`src/rtl/control_unit_if.sv`:
```
// Bundle of the instruction-register input and all datapath control lines of the ProjectB control unit.
// master = control unit side, slave = datapath side.
interface control_unit_if;
    logic [15:0] ir;
    logic        pc_up;
    logic        pc_clr;
    logic        ir_ld;
    logic [7:0]  d_addr;
    logic        d_wr;
    logic        rf_s;
    logic [3:0]  rf_w_addr;
    logic        rf_w_en;
    logic [3:0]  rf_ra_addr;
    logic [3:0]  rf_rb_addr;
    logic [2:0]  alu_s0;
    logic [3:0]  state_out;
    logic        halted;
    logic        illegal;

    modport master (
        input  ir,
        output pc_up, pc_clr, ir_ld, d_addr, d_wr, rf_s, rf_w_addr, rf_w_en,
               rf_ra_addr, rf_rb_addr, alu_s0, state_out, halted, illegal
    );

    modport slave (
        output ir,
        input  pc_up, pc_clr, ir_ld, d_addr, d_wr, rf_s, rf_w_addr, rf_w_en,
               rf_ra_addr, rf_rb_addr, alu_s0, state_out, halted, illegal
    );
endinterface

```
`src/rtl/control_unit.sv`:
```
// ProjectB fetch/decode/execute control FSM. Define CU_ILLEGAL_TRAP_EN to trap undefined
// opcodes into HALT with a sticky illegal flag; otherwise they execute as NOOP.
module control_unit (
    input  logic          clk,
    input  logic          reset_n,
    control_unit_if.master bus
);
    typedef enum logic [3:0] {
        S_INIT   = 4'd0,
        S_FETCH  = 4'd1,
        S_DECODE = 4'd2,
        S_NOOP   = 4'd3,
        S_LOAD_A = 4'd4,
        S_LOAD_B = 4'd5,
        S_STORE  = 4'd6,
        S_ADD    = 4'd7,
        S_SUB    = 4'd8,
        S_HALT   = 4'd9
    } state_e;

    localparam logic [3:0] OP_NOOP  = 4'h0;
    localparam logic [3:0] OP_STORE = 4'h1;
    localparam logic [3:0] OP_LOAD  = 4'h2;
    localparam logic [3:0] OP_ADD   = 4'h3;
    localparam logic [3:0] OP_SUB   = 4'h4;
    localparam logic [3:0] OP_HALT  = 4'h5;

    state_e      state_q, state_d;
    logic        pc_up_q, pc_up_d;
    logic        pc_clr_q, pc_clr_d;
    logic        ir_ld_q, ir_ld_d;
    logic [7:0]  d_addr_q, d_addr_d;
    logic        d_wr_q, d_wr_d;
    logic        rf_s_q, rf_s_d;
    logic [3:0]  rf_w_addr_q, rf_w_addr_d;
    logic        rf_w_en_q, rf_w_en_d;
    logic [3:0]  rf_ra_addr_q, rf_ra_addr_d;
    logic [3:0]  rf_rb_addr_q, rf_rb_addr_d;
    logic [2:0]  alu_s0_q, alu_s0_d;
    logic        halted_q, halted_d;
`ifdef CU_ILLEGAL_TRAP_EN
    logic        illegal_q, illegal_d;
`endif

    // Next-state selection, including opcode dispatch out of DECODE
    always_comb begin
        state_d = state_q;
`ifdef CU_ILLEGAL_TRAP_EN
        illegal_d = illegal_q;
`endif
        case (state_q)
            S_INIT:   state_d = S_FETCH;
            S_FETCH:  state_d = S_DECODE;
            S_DECODE: begin
                case (bus.ir[15:12])
                    OP_NOOP:  state_d = S_NOOP;
                    OP_STORE: state_d = S_STORE;
                    OP_LOAD:  state_d = S_LOAD_A;
                    OP_ADD:   state_d = S_ADD;
                    OP_SUB:   state_d = S_SUB;
                    OP_HALT:  state_d = S_HALT;
                    default: begin
`ifdef CU_ILLEGAL_TRAP_EN
                        state_d   = S_HALT;
                        illegal_d = 1'b1;
`else
                        state_d   = S_NOOP;
`endif
                    end
                endcase
            end
            S_LOAD_A: state_d = S_LOAD_B;
            S_NOOP, S_LOAD_B, S_STORE, S_ADD, S_SUB: state_d = S_FETCH;
            S_HALT:   state_d = S_HALT;
            default:  state_d = S_INIT;
        endcase
    end

    // Outputs are precomputed for the state being entered so they come straight from flops;
    // ir is stable from the FETCH edge onward, so this equals a decode of the current state.
    always_comb begin
        pc_up_d      = 1'b0;
        pc_clr_d     = 1'b0;
        ir_ld_d      = 1'b0;
        d_addr_d     = 8'h00;
        d_wr_d       = 1'b0;
        rf_s_d       = 1'b0;
        rf_w_addr_d  = 4'h0;
        rf_w_en_d    = 1'b0;
        rf_ra_addr_d = 4'h0;
        rf_rb_addr_d = 4'h0;
        alu_s0_d     = 3'b000;
        halted_d     = 1'b0;
        case (state_d)
            S_INIT:  pc_clr_d = 1'b1;
            S_FETCH: begin
                ir_ld_d = 1'b1;
                pc_up_d = 1'b1;
            end
            S_LOAD_A, S_LOAD_B: begin
                d_addr_d    = bus.ir[11:4];
                rf_s_d      = 1'b1;
                rf_w_addr_d = bus.ir[3:0];
                rf_w_en_d   = (state_d == S_LOAD_B) ? 1'b1 : 1'b0;
            end
            S_STORE: begin
                d_addr_d     = bus.ir[11:4];
                rf_ra_addr_d = bus.ir[3:0];
                d_wr_d       = 1'b1;
            end
            S_ADD, S_SUB: begin
                rf_ra_addr_d = bus.ir[11:8];
                rf_rb_addr_d = bus.ir[7:4];
                rf_w_addr_d  = bus.ir[3:0];
                rf_w_en_d    = 1'b1;
                alu_s0_d     = (state_d == S_SUB) ? 3'b010 : 3'b001;
            end
            S_HALT:  halted_d = 1'b1;
            default: pc_clr_d = 1'b0;
        endcase
    end

    // State and output registers; async reset lands directly on the INIT output pattern
    always_ff @(posedge clk or negedge reset_n) begin
        if (!reset_n) begin
            state_q      <= S_INIT;
            pc_up_q      <= 1'b0;
            pc_clr_q     <= 1'b1;
            ir_ld_q      <= 1'b0;
            d_addr_q     <= 8'h00;
            d_wr_q       <= 1'b0;
            rf_s_q       <= 1'b0;
            rf_w_addr_q  <= 4'h0;
            rf_w_en_q    <= 1'b0;
            rf_ra_addr_q <= 4'h0;
            rf_rb_addr_q <= 4'h0;
            alu_s0_q     <= 3'b000;
            halted_q     <= 1'b0;
`ifdef CU_ILLEGAL_TRAP_EN
            illegal_q    <= 1'b0;
`endif
        end else begin
            state_q      <= state_d;
            pc_up_q      <= pc_up_d;
            pc_clr_q     <= pc_clr_d;
            ir_ld_q      <= ir_ld_d;
            d_addr_q     <= d_addr_d;
            d_wr_q       <= d_wr_d;
            rf_s_q       <= rf_s_d;
            rf_w_addr_q  <= rf_w_addr_d;
            rf_w_en_q    <= rf_w_en_d;
            rf_ra_addr_q <= rf_ra_addr_d;
            rf_rb_addr_q <= rf_rb_addr_d;
            alu_s0_q     <= alu_s0_d;
            halted_q     <= halted_d;
`ifdef CU_ILLEGAL_TRAP_EN
            illegal_q    <= illegal_d;
`endif
        end
    end

    assign bus.pc_up      = pc_up_q;
    assign bus.pc_clr     = pc_clr_q;
    assign bus.ir_ld      = ir_ld_q;
    assign bus.d_addr     = d_addr_q;
    assign bus.d_wr       = d_wr_q;
    assign bus.rf_s       = rf_s_q;
    assign bus.rf_w_addr  = rf_w_addr_q;
    assign bus.rf_w_en    = rf_w_en_q;
    assign bus.rf_ra_addr = rf_ra_addr_q;
    assign bus.rf_rb_addr = rf_rb_addr_q;
    assign bus.alu_s0     = alu_s0_q;
    assign bus.state_out  = state_q;
    assign bus.halted     = halted_q;
`ifdef CU_ILLEGAL_TRAP_EN
    assign bus.illegal    = illegal_q;
`else
    assign bus.illegal    = 1'b0;
`endif
endmodule
```
`src/flat_wrapper.sv`:
```
// flat-port wrapper written by rule: the top's interface ports become plain ports
module control_unit_flat 
  (clk, reset_n, bus_ir, bus_pc_up, bus_pc_clr, bus_ir_ld, bus_d_addr, bus_d_wr, bus_rf_s, bus_rf_w_addr, bus_rf_w_en, bus_rf_ra_addr, bus_rf_rb_addr, bus_alu_s0, bus_state_out, bus_halted, bus_illegal);
  control_unit_if bus_i ();
  input  logic clk;
  input  logic reset_n;
  input wire logic [$bits(bus_i.ir)-1:0] bus_ir;
  output wire logic [$bits(bus_i.pc_up)-1:0] bus_pc_up;
  output wire logic [$bits(bus_i.pc_clr)-1:0] bus_pc_clr;
  output wire logic [$bits(bus_i.ir_ld)-1:0] bus_ir_ld;
  output wire logic [$bits(bus_i.d_addr)-1:0] bus_d_addr;
  output wire logic [$bits(bus_i.d_wr)-1:0] bus_d_wr;
  output wire logic [$bits(bus_i.rf_s)-1:0] bus_rf_s;
  output wire logic [$bits(bus_i.rf_w_addr)-1:0] bus_rf_w_addr;
  output wire logic [$bits(bus_i.rf_w_en)-1:0] bus_rf_w_en;
  output wire logic [$bits(bus_i.rf_ra_addr)-1:0] bus_rf_ra_addr;
  output wire logic [$bits(bus_i.rf_rb_addr)-1:0] bus_rf_rb_addr;
  output wire logic [$bits(bus_i.alu_s0)-1:0] bus_alu_s0;
  output wire logic [$bits(bus_i.state_out)-1:0] bus_state_out;
  output wire logic [$bits(bus_i.halted)-1:0] bus_halted;
  output wire logic [$bits(bus_i.illegal)-1:0] bus_illegal;
  assign bus_i.ir = bus_ir;
  assign bus_pc_up = bus_i.pc_up;
  assign bus_pc_clr = bus_i.pc_clr;
  assign bus_ir_ld = bus_i.ir_ld;
  assign bus_d_addr = bus_i.d_addr;
  assign bus_d_wr = bus_i.d_wr;
  assign bus_rf_s = bus_i.rf_s;
  assign bus_rf_w_addr = bus_i.rf_w_addr;
  assign bus_rf_w_en = bus_i.rf_w_en;
  assign bus_rf_ra_addr = bus_i.rf_ra_addr;
  assign bus_rf_rb_addr = bus_i.rf_rb_addr;
  assign bus_alu_s0 = bus_i.alu_s0;
  assign bus_state_out = bus_i.state_out;
  assign bus_halted = bus_i.halted;
  assign bus_illegal = bus_i.illegal;
  control_unit u_core (.clk(clk), .reset_n(reset_n), .bus(bus_i));
endmodule
```
`config.mk`:
```
export PLATFORM = sky130hd
export DESIGN_NAME = control_unit_flat
export DESIGN_NICKNAME = d
export VERILOG_FILES = /design/src/rtl/control_unit_if.sv /design/src/rtl/control_unit.sv /design/src/flat_wrapper.sv
export SDC_FILE = /design/constraint.sdc
export NUM_CORES = 1
export LEC_CHECK = 0
export BUFFER_PORTS_ARGS = -buffer_cell sky130_fd_sc_hd__buf_2
export CAP_MARGIN = 20
export CORE_MARGIN = 4
export CORE_UTILIZATION = 35
export DETAILED_ROUTE_END_ITERATION = 12
export GPL_TIMING_DRIVEN = 0
export SYNTH_ARGS = -nofsm -noshare
export SYNTH_HDL_FRONTEND = slang
export SYNTH_SLANG_ARGS = --single-unit
```
`constraint.sdc`:
```
create_clock -name clk -period 1.62 [get_ports clk]
set_clock_uncertainty 0.1 [all_clocks]
set_input_delay 0.486 -clock clk [delete_from_list [all_inputs] [get_ports clk]]
set_output_delay 0.486 -clock clk [all_outputs]
set_load 0.005 [all_outputs]
```
==> flow_summary.ini, run 1 <==
[timing]
slew_headroom_pct = 54.9
fin_ws_ns = -0.214
fmax_ghz = 0.545
fin_setup_tns_ns = -3.40
hold_ws_ns = 0.145
period_share_pct = 113
finalHoldViolCount = 0
period_needed_ns = 1.83
finalSetupViolations = 27
tightest_slew_ns = 0.676
slew_viol_final = 0
rsz0062_at_grt = yes

[grt]
grt_usage_pct = 15.2
grt-busiest-layer = met2
met1_usage_pct = 18.7
grt_pass1_vias = 1246
grt_max_degree = 33
grtUsageMet3_pct = 6.06
antenna_found_initial = 0
met2_usage_pct = 24.6
grt_pass1_wl_mm = 6.10
overflow = 0

[layout]
diodes = 0
final_layout_size_suffix_gt1_share_pct = 59.9
final_nets = 214
stdcell_count = 247
mostFrequentLayoutCells = 50 x buf_2, 27 x dfrtp_1, 16 x inv_1, 13 x buf_4, 9 x o211ai_1
final_common_cell = buf_2
nFillCells = 358
final_cell_area_um2 = 2180
final_util_pct = 54.0
area_growth_pct = 48.4

[worst_setup_path]
r2r-end = u_core.bus.rf_ra_addr[0]
worst-r2r-cell-count = 5
path_class = reg -> reg
cp.required_ns = 1.71
r2r-start = u_core.bus.state_out[0]
start_kind = register
path_max_fanout = 6
r2r_slack_ns = -0.21
cp.arrival_ns = 1.92
end_kind = register

[drt]
wire_per_inst_um = 15.5
post-route-drc-count = 0
drt_iter0_markers = 42
vias_per_cell = 5.09
drtPass1Iterations = 4
vias = 1257
ant_nets = 0
wl_mm = 3.84

[yosys]
synth_edf_count = 0
synth_seq_area_share_pct = 54.7
synth_xor_area_share_pct = 0.597
synth.mux.area_fraction_pct = 0
synth_compound_area_share_pct = 24.4
netlist_area_um2 = 1470
synthCells = 123
ys_ff_latch = 32
synth_top_family_by_area = compound AO/OA/AOI/OAI gates
synth_ff_type = dfrtp_1
synth_cell_types = 36
synthAdderAreaFrac_pct = 0
async_reset_ff_share_pct = 100
synth_simple_gate_area_share_pct = 11.1
ys_warn_count = 0
syn_area_per_cell_um2 = 11.9

[pwr]
powerDensity_nw_per_um2 = 1290
power.total_mw = 2.81
ir_drop_mv = 0.757
p_leak_nw = 1.14

[place]
place_inst = 224
io_buffer_count = 50
gp_congestion = 0.777
dp_slack_ns = -0.437
hpwl_mm = 2.55
postPlaceCellArea_um2 = 1820

[clock_network]
clk_latency_ns = 0.28
htreeDepth = 2
cts_root_buf = clkbuf_8
clock_path_buffers = 2
cts_tree = done
numClockSinks = 32
clkTransAtPathRegs_ns = 0.06
numCtsBuffers = 5

[floorplanning]
rows = 23
die_w_um = 72.7
dieArea_um2 = 5290
pin_count = 53
core_area_um2 = 4030
die_h_um = 72.7
start_util_pct = 36.4

[run]
cap_violations = 0

[min_path]
min_path_type = in -> async

[status]
violations = setup timing
status = finished with violations
[sequential cells by signal (all words and copies together) (netlist names)]
| name | count |
|---|---|
| u_core.bus.halted | 1 |
| u_core.bus.alu_s0 | 2 |
| u_core.bus.pc_clr | 1 |
| u_core.bus.d_addr | 8 |
| u_core.bus.rf_rb_addr | 4 |
| u_core.bus.rf_ra_addr | 4 |
| u_core.bus.rf_s | 1 |
| u_core.bus.state_out | 4 |
| u_core.bus.rf_w_addr | 4 |
| u_core.bus.pc_up | 1 |
| u_core.bus.rf_w_en | 1 |
| u_core.bus.d_wr | 1 |
[logic make-up after synthesis]
kind of cell,count (synthesis)
XOR/XNOR,1
other,1
flip-flops,32
AND/OR/NAND/NOR,23
buffers and inverters,25
AO/OA/AOI/OAI,41
[routing by layer]
| metal | routed length, µm | up-vias |
|---|---|---|
| met5 | 0 | - |
| met4 | 52 | 0 |
| met3 | 365 | 12 |
| met2 | 1870 | 62 |
| met1 | 1550 | 600 |
| li1 | - | 583 |
[worst max path at each step]
stage,startpoint,cells after the start,slack [ns],endpoint
floorplan,bus_ir[14],4,-0.13,u_core.bus.rf_rb_addr[0]
global placement,bus_ir[13],6,-0.41,u_core.bus.d_addr[6]
detailed placement,bus_ir[14],5,-0.44,u_core.bus.rf_rb_addr[3]
CTS,u_core.bus.state_out[1],5,-0.18,u_core.bus.rf_ra_addr[2]
global route,u_core.bus.state_out[1],5,-0.27,u_core.bus.rf_ra_addr[2]
finish,u_core.bus.state_out[0],5,-0.21,u_core.bus.rf_ra_addr[0]
[layout make-up]
cell class                      count  area [µm²]  area share, %
Inverter                           18        72.6           3.34
Multi-Input combinational cell     68         683           31.4
Buffer                              7        76.3           3.51
Clock buffer                        8        90.1           4.14
Tap cell                           50        62.6           2.88
Sequential cell                    32         807           37.1
Timing Repair Buffer               64         384           17.7
[power by group]
part | switching, mW | leakage [nW] | internal [mW]
registers | 0.0444 | 0.429 | 0.881
logic | 0.725 | 0.663 | 0.557
clock network | 0.258 | 0.0455 | 0.345
[critical path: stages, from the launching register on]
cell and delay [ns]:
dfrtp_2 0.42, or3b_4 0.41, o211ai_1 0.29, o211ai_4 0.17
buf_6 0.17, o211ai_1 0.17
[synthesized netlist by cell type, types with 2 or more instances]
cell,n,area [µm²]
a211oi_2,8,100
a21o_1,3,22.5
a21oi_1,5,25.0
a221oi_1,4,35.0
and2_1,3,18.8
buf_4,4,30.0
buf_6,3,33.8
dfrtp_1,31,776
inv_1,18,67.6
nand2_1,2,7.51
nand3_1,4,20.0
nor2_1,3,11.3
o211ai_1,9,67.6
o211ai_2,2,25.0
o31ai_1,2,15.0
or3b_1,2,17.5
[what timing repair did]
item | in CTS | in global routing
setup buffers | 10 | 2
hold buffers | 0 | 0
pin swaps | 5 | 17
resized for setup | 12 | 19
endpoints found under the hold margin | 0 | 0
cloned | 2 | 1
setup endpoints to repair | 28 | 29
Note: power is estimated with default switching activity, not from simulation.
==> run 2, diff against run 1 <==
Clock period 1.62 ns to 1.92 ns, I/O delays scaled along.
==> run 2 against run 1 <==
Net effect:
- non-clock buffer count is 6 lower
- register-to-register slack better by 0.26 ns
- power is 19% lower
- die area stayed put
- via count is 6.3% lower
- cell count is 2.8% lower
- first-iteration DRC count is 93% higher
- combinational power is 32% lower
- worst hold slack better by 0.084 ns
- the run now ends clean
- sequential share of layout area is 2.7 points higher
==> flow_summary.ini, run 2 (synthesis results as in run 1) <==
[clock_network]
clock_path_buffers = 2
cts_root_buf = clkbuf_8
clk_latency_ns = 0.29
hold_buffers = 0
numCtsBuffers = 5
numClockSinks = 32
clkTransAtPathRegs_ns = 0.07
htreeDepth = 2
cts_tree = done

[drt]
wire_per_inst_um = 15.6
vias_per_cell = 4.91
post-route-drc-count = 0
drtPass1Iterations = 5
ant_nets = 0
wl_mm = 3.74
vias = 1178
drt_iter0_markers = 81

[place]
hpwl_mm = 2.65
gp_congestion = 0.858
io_buffer_count = 50

[grt]
grt_pass1_wl_mm = 5.91
grt_max_degree = 33
grt_pass1_vias = 1185
grt_usage_pct = 15.1
antenna_found_initial = 0
overflow = 0

[timing]
slew_viol_final = 0
fmax_ghz = 0.531
tightest_slew_ns = 0.700
rsz0062_at_grt = yes
period_share_pct = 98.1
slew_headroom_pct = 53.3
period_needed_ns = 1.88
finalHoldViolCount = 0
finalSetupViolations = 0
fin_setup_tns_ns = 0

[status]
status = completed

[pwr]
power_frac_comb_pct = 38.0
power.internal_mw = 1.48
pwr-share-seq_pct = 34.3
powerDensity_nw_per_um2 = 1130
switching_share_pct = 35.2
clkPwrFrac_pct = 27.7
ir_drop_mv = 0.426
p_leak_nw = 1.08
p_switching_mw = 0.804

[floorplanning]
pin_count = 53
dieArea_um2 = 5290
die_h_um = 72.7
die_w_um = 72.7
rows = 23
start_util_pct = 36.4
core_area_um2 = 4030

[worst_setup_path]
end_kind = register
cp.arrival_ns = 1.96
start_kind = input pin
path_max_fanout = 6
worst-r2r-cell-count = 4
path_class = in -> reg
cp.required_ns = 2.00

[layout]
largest_register_ffs = 8
final_util_pct = 50.2
final_layout_size_suffix_gt1_share_pct = 53.7
final_common_cell = buf_2
diodes = 0
area_growth_pct = 38.0
mostFrequentLayoutCells = 51 x buf_2, 28 x dfrtp_1, 18 x inv_1, 11 x buf_4, 9 x o211ai_1
final_nets = 207

[min_path]
min_path_type = in -> async

[run]
cap_violations = 0
==> run 2: power by group through the flow <==
stage                     Combinational [mW]  Sequential (mW)  Clock (mW)
after floorplan                        0.488            0.800           0
after global placement                 0.683            0.796           0
after detailed placement               0.705            0.798           0
after CTS                              0.781            0.785       0.645
after global routing                   0.940            0.789       0.675
final                                  0.867            0.782       0.633
==> run 2: critical path, cell delays in order <==
cell	delay (ns)
buf_2	0.15
or3b_4	0.42
o211ai_1	0.32
o211ai_4	0.17
a221oi_1	0.32
==> run 2: layout make-up <==
class	count	area, µm²
plain buffers	7	63.8
clock buffers	6	72.6
clock inverters	2	35.0
fillers	384	2010
inverters	18	67.6
multi-input cells	67	608
flip-flops and latches	32	806
well taps	50	62.6
repair buffers	58	308
==> run 2: final timing paths <==
path	from	to	slack, ns
worst max-delay path	bus_ir[13]	u_core.bus.rf_w_addr[0]	0.04
worst min-delay path	reset_n	u_core.bus.d_addr[3]	0.23
worst max register to register	u_core.bus.state_out[3]	u_core.bus.rf_w_addr[0]	0.05
worst min register to register	u_core.bus.state_out[2]	u_core.bus.pc_up	0.56
max in group asynchronous	reset_n	u_core.bus.state_out[2]	1.00
min in group clk	bus_ir[2]	u_core.bus.rf_w_addr[2]	0.42
==> run 2: metrics by stage <==
step | power (mW) | instances | setup WS [ns] | hold WS [ns] | instance area, µm²
CTS | 2.21 | 234 | 0.00555 | 0.250 | 1950
floorplan | 1.29 | 124 | 0.0488 | 0.180 | 1470
finish | 2.28 | 240 | 0.0361 | 0.229 | 2020
global route | 2.40 | 240 | -0.00995 | 0.298 | 2020
global placement | 1.48 | 224 | -0.223 | 0.493 | 1780
detailed placement | 1.50 | 224 | -0.288 | 0.512 | 1780
==> run 2: repair_timing <==
item | 4_1_cts | 5_1_grt
setup buffers | 2 | 5
endpoints found under the setup margin | 21 | 21
gates cloned | 0 | 1
pin swaps | 1 | 3
gates resized for setup | 9 | 7
==> run 2: layer usage <==
| layer | part of all wire [%] | vias to the layer above | track usage, % |
|---|---|---|---|
| met5 | 0 | - | 0 |
| li1 | - | 563 | - |
| met3 | 6.9 | 7 | 5.10 |
| met1 | 39 | 572 | 17.5 |
| met2 | 51 | 36 | 23.9 |
| met4 | 2.9 | 0 | 9.43 |
